**src/rtl/ternary_pkg.sv**
```systemverilog
// Shared definitions for the ternary serial ALU: trit codes, op codes, FSM states.
// Pure declarations, no logic and no latency.
// No flow control of its own.
package ternary_pkg;

    // Two-bit trit encoding {hi,lo}; 11 never represents a value
    localparam logic [1:0] T0   = 2'b00;
    localparam logic [1:0] T1   = 2'b01;
    localparam logic [1:0] T2   = 2'b10;
    localparam logic [1:0] TILL = 2'b11;

    // Operation select
    localparam logic OP_MAX  = 1'b0;
    localparam logic OP_CONS = 1'b1;

    // Sequencer states
    typedef enum logic [1:0] {
        IDLE = 2'd0,
        RUN  = 2'd1,
        DONE = 2'd2
    } state_t;

endpackage

```
**src/rtl/ternary_trit_op.sv**
```systemverilog
// Single-trit max / consensus with illegal-code detection.
// Purely combinational, zero latency.
// No flow control; evaluated whenever its inputs change.
module ternary_trit_op
    import ternary_pkg::*;
(
    input  logic [1:0] a_i,
    input  logic [1:0] b_i,
    input  logic       op_i,
    output logic [1:0] trit_o,
    output logic       illegal_o
);

    // Illegal operand forces 00; otherwise the encoding orders like the values
    always_comb begin
        illegal_o = (a_i == TILL) || (b_i == TILL);
        trit_o    = T0;
        if (!illegal_o) begin
            if (op_i == OP_CONS) begin
                trit_o = (a_i == b_i) ? a_i : T1;
            end else begin
                trit_o = (a_i > b_i) ? a_i : b_i;
            end
        end
    end

endmodule

```
**src/rtl/ternary_serial_alu.sv**
```systemverilog
// Serial ternary ALU: one trit of max/consensus per RUN cycle, index 0 first.
// Latency: start accepted at edge k, done visible in the cycle after edge k+TRITS.
// Backpressure: start is accepted only while ready (IDLE/DONE); ignored while busy.
module ternary_serial_alu
    import ternary_pkg::*;
#(
    parameter int TRITS = 4
) (
    input  logic                 clk,
    input  logic                 rst_n,
    input  logic                 start,
    input  logic                 op,
    input  logic [2*TRITS-1:0]   a_word,
    input  logic [2*TRITS-1:0]   b_word,
    output logic                 ready,
    output logic                 busy,
    output logic                 done,
    output logic [2*TRITS-1:0]   result,
    output logic                 err
);

    localparam int CW = (TRITS > 1) ? $clog2(TRITS) : 1;
    localparam logic [CW-1:0] LAST_IDX = CW'(TRITS - 1);

    state_t             state_q, state_d;
    logic [CW-1:0]      cnt_q, cnt_d;
    logic [2*TRITS-1:0] a_q, a_d;
    logic [2*TRITS-1:0] b_q, b_d;
    logic               op_q, op_d;
    logic [2*TRITS-1:0] result_q, result_d;
    logic               err_q, err_d;

    logic               accept;
    logic [CW:0]        bit_idx;
    logic [1:0]         trit_res;
    logic               trit_ill;

    assign accept  = start && ready;
    assign bit_idx = {cnt_q, 1'b0};

    // Operand trits selected by the counter feed the single shared trit unit
    ternary_trit_op u_trit_op (
        .a_i       (a_q[bit_idx +: 2]),
        .b_i       (b_q[bit_idx +: 2]),
        .op_i      (op_q),
        .trit_o    (trit_res),
        .illegal_o (trit_ill)
    );

    // State register plus datapath registers; reset wins over start
    always_ff @(posedge clk) begin
        if (!rst_n) begin
            state_q  <= IDLE;
            cnt_q    <= '0;
            a_q      <= '0;
            b_q      <= '0;
            op_q     <= 1'b0;
            result_q <= '0;
            err_q    <= 1'b0;
        end else begin
            state_q  <= state_d;
            cnt_q    <= cnt_d;
            a_q      <= a_d;
            b_q      <= b_d;
            op_q     <= op_d;
            result_q <= result_d;
            err_q    <= err_d;
        end
    end

    // Next state: finish after the last trit index, chain directly from DONE
    always_comb begin
        state_d = state_q;
        case (state_q)
            IDLE:    if (start) state_d = RUN;
            RUN:     if (cnt_q == LAST_IDX) state_d = DONE;
            DONE:    state_d = start ? RUN : IDLE;
            default: state_d = IDLE;
        endcase
    end

    // Handshake outputs decoded from state alone
    always_comb begin
        ready = (state_q == IDLE) || (state_q == DONE);
        busy  = (state_q == RUN);
        done  = (state_q == DONE);
    end

    // Datapath: latch and clear on accept, write one trit per RUN cycle
    always_comb begin
        a_d      = a_q;
        b_d      = b_q;
        op_d     = op_q;
        cnt_d    = cnt_q;
        result_d = result_q;
        err_d    = err_q;
        if (accept) begin
            a_d      = a_word;
            b_d      = b_word;
            op_d     = op;
            cnt_d    = '0;
            result_d = '0;
            err_d    = 1'b0;
        end else if (state_q == RUN) begin
            result_d[bit_idx +: 2] = trit_res;
            err_d                  = err_q | trit_ill;
            cnt_d                  = cnt_q + 1'b1;
        end
    end

    assign result = result_q;
    assign err    = err_q;

endmodule

```
**config.mk**
```make
export PLATFORM = sky130hd
export DESIGN_NAME = ternary_serial_alu
export DESIGN_NICKNAME = d
export VERILOG_FILES = /design/src/rtl/ternary_pkg.sv /design/src/rtl/ternary_trit_op.sv /design/src/rtl/ternary_serial_alu.sv
export SDC_FILE = /design/constraint.sdc
export NUM_CORES = 1
export LEC_CHECK = 0
export ABC_CLOCK_PERIOD_IN_PS = 2200
export CAP_MARGIN = 20
export CORE_MARGIN = 8
export CORE_UTILIZATION = 48
export DETAILED_ROUTE_END_ITERATION = 10
export DONT_BUFFER_PORTS = 1
export MAX_ROUTING_LAYER = met4
export PLACE_DENSITY = 0.77
export SYNTH_ARGS = -nofsm -noshare
export SYNTH_HDL_FRONTEND = slang
export SYNTH_SLANG_ARGS = --single-unit
```
**constraint.sdc**
```tcl
create_clock -name clk -period 2.2 [get_ports clk]
set_input_delay 0.44 -clock clk [delete_from_list [all_inputs] [get_ports clk]]
set_output_delay 0.44 -clock clk [all_outputs]
set_load 0.05 [all_outputs]
```
==> results.tsv <==
metric	value	unit
core area	2980	sq um
Critical Path End Type	flip-flop	
Post-Syn Area per Cell	9.07	sq um
count of cell types in the netlist	33	
reg2reg path depth	7	
starting density of the core	49.3	%
Max VDD drop	0.000475	V
r2r startpoint	cnt_q[0]	
Total Power	1.09	mW
Clock Skew	0.00789	ns
final hold viol count	0	
worst hold path class	input port to flip-flop	
CTS clk-pin slew, worst paths	0.09	ns
antenna violations before repair	0	
vias in the first global route	1131	
status	finished, final reports clean	
vias post-DR	1140	
Slew Viols, Final	0	
Hold Crit Depth	2	
global-route wire length before repair	5.02	mm
Max-slew headroom	63.7	%
Synth Flop Type	dfxtp_1	
CP required	2.40	ns
Post-Route WL	3.11	mm
Netlist Area Pre-Place	1470	sq um
Lkg Pwr	0.633	nW
critical-path maximum fanout	5	
Hold Startpoint	b_word[4]	
die height	71.3	um
Critical Path Max Stage Delay	0.57	ns
worst hold endpoint	b_q[4]	
total track usage	12.8	%
DRC violations left	0	
part of the Yosys area used for sequential elements	40.9	%
Syn Inst Count	162	
Slowest cell on crit path	mux4_2	
Final setup violation count	0	
CP Cell Sequence	mux4_2, ha_4, o21bai_4, buf_4, and3_4, o311ai_4, o21ai_1	
Root Buffer	clkbuf_4	
GRT Residual Overflow	0	
Routed Antenna Nets	0	
CTS sink cnt	30	
design area	1680	sq um
register-to-register setup slack	0.05	ns
FP Rows	20	
critical path arrival	2.36	ns
WL per Instance	15.2	um
area delta synth->final	14.2	%
cell area power density	649	nW/um^2
minimum hold slack	0.252	ns
Die W	71.3	um
FFs w/ async S/R, synth	0	%
final net count	200	
synthesized flop and latch total	30	
TritonCTS clock tree	built	
number of I/O port buffers	0	
Skew-Pair Late Insertion Delay	0.32	ns
RSZ-0062 raised after global routing	yes	
top-level I/O count	32	
layout cell share with drive strength beyond 1	23.3	%
Ys Warns	0	
r2r endpoint	result[0]	
Hold-fix buffers, CTS	0	
Via density	5.56	
H-tree levels	2	
transition time of the tightest slew-check pin	0.543	ns
1st-iter DRT viols	76	
largest net degree at the start of global routing	23	
startpoint types	flip-flop	
1st-pass router iterations	4	
Fmax	465	MHz
Post-synth EDFFs	0	
clock buffer depth	2	
final RePlAce weighted congestion	0.863	
die footprint	5090	sq um
DP Cell Count	196	
CP Class	flip-flop to flip-flop	
Layout Cells excl Fill	205	
Final Critical Period	2.15	ns
Final Cycle Share	97.8	%
Ant. Diodes	0	
Setup TNS Final	0	ns
CP Buf/Inv Count	1	
maxcap violations	0	
post-DP HPWL	2.34	mm
Mapped Nets	190	
placed cell areas	1550	sq um
Crit path max-delay family	compound AO/OA/AOI/OAI gates	
total CTS buffers	5	
-- logic make-up (layout without fill, tap and decap cells) --
logic type / count (synthesis) / in the layout / synth area share, %
compound gates: 35 / 35 / 18.8
xor+xnor: 1 / 1 / 0.596
fa+ha+maj: 8 / 8 / 6.81
buf+inv: 15 / 25 / 4.43
flops: 30 / 30 / 40.9
mux: 4 / 4 / 6.13
simple gates: 69 / 69 / 22.3
-- metrics by stage --
stage | util, % | setup WS (ns)
6_report | 56.3 | 0.0475
5_1_grt | 56.3 | -0.0360
4_1_cts | 53.6 | 0.00389
3_5_place_dp | 51.9 | -0.0945
3_3_place_gp | 51.9 | 0.0419
2_1_floorplan | - | 0.00641
-- cells in the mapped netlist (2+ instances only) --
| library cell | n | share of area [%] |
|---|---|---|
| nand2_1 | 39 | 10 |
| nor2b_1 | 3 | 1.3 |
| or4_1 | 2 | 1.0 |
| nand3_1 | 8 | 2.7 |
| nor2_1 | 6 | 1.5 |
| clkbuf_1 | 5 | 1.3 |
| dfxtp_1 | 30 | 41 |
| a21oi_1 | 3 | 1.0 |
| o31ai_1 | 3 | 1.5 |
| nand2b_1 | 3 | 1.3 |
| ha_1 | 8 | 6.8 |
| mux4_2 | 4 | 6.1 |
| buf_1 | 2 | 0.51 |
| a21boi_0 | 19 | 9.7 |
| o21ai_1 | 3 | 1.0 |
| inv_1 | 6 | 1.5 |
| a22o_1 | 2 | 1.2 |
-- worst max path at each step --
stage                   from        end  slack, ns  cells after the start
CTS                 cnt_q[0]  result[4]      0.004                      7
detailed placement  cnt_q[0]  result[4]      -0.09                      7
finish              cnt_q[0]  result[0]       0.05                      7
global placement    cnt_q[0]  result[4]       0.04                      7
global route        cnt_q[0]  result[4]      -0.04                      7
floorplan           cnt_q[0]  result[0]      0.006                      8
-- sequential cells by signal, summed over array words and instances, names as in the netlist --
register,cells
a_q,8
b_q,8
result,8
cnt_q,2
state_q,2
err,1
op_q,1
-- timing repair --
action / in CTS / in global routing
setup buffers: 0 / 2
cloned: 0 / 0
pin swaps: 2 / 6
resized for setup: 3 / 12
endpoints found under the setup margin: 4 / 4
hold endpoints to repair: 0 / 0
-- placed cells by master, fill, tap and decap left out, types with 4 or more instances in the layout --
cell type,instances
clkbuf_4,5
dfxtp_1,29
a21boi_0,18
nor2_1,6
nand2_1,39
nand3_1,8
ha_1,5
buf_4,11
mux4_2,4
-- where the power goes --
part,internal (mW),total (mW),switching (mW)
clock,0.115,0.292,0.177
combinational,0.101,0.211,0.110
sequential,0.566,0.586,0.0200
total,0.781,1.09,0.307
-- final cells by class --
type | count | area, sq um
Fill cell | 276 | 1300
Timing Repair Buffer | 12 | 93.8
Clock buffer | 5 | 37.5
Sequential cell | 30 | 604
Inverter | 6 | 22.5
Multi-Input combinational cell | 117 | 868
Clock inverter | 2 | 10.0
Tap cell | 33 | 41.3
-- layer usage --
metal	global-route usage (%)	wire length, um	up-vias
li1	-	-	579
met1	13.2	1370	523
met2	20.5	1480	31
met5	-	0	-
met3	5.72	215	7
met4	5.54	48	0
Note: power is estimated with default switching activity, not from simulation.
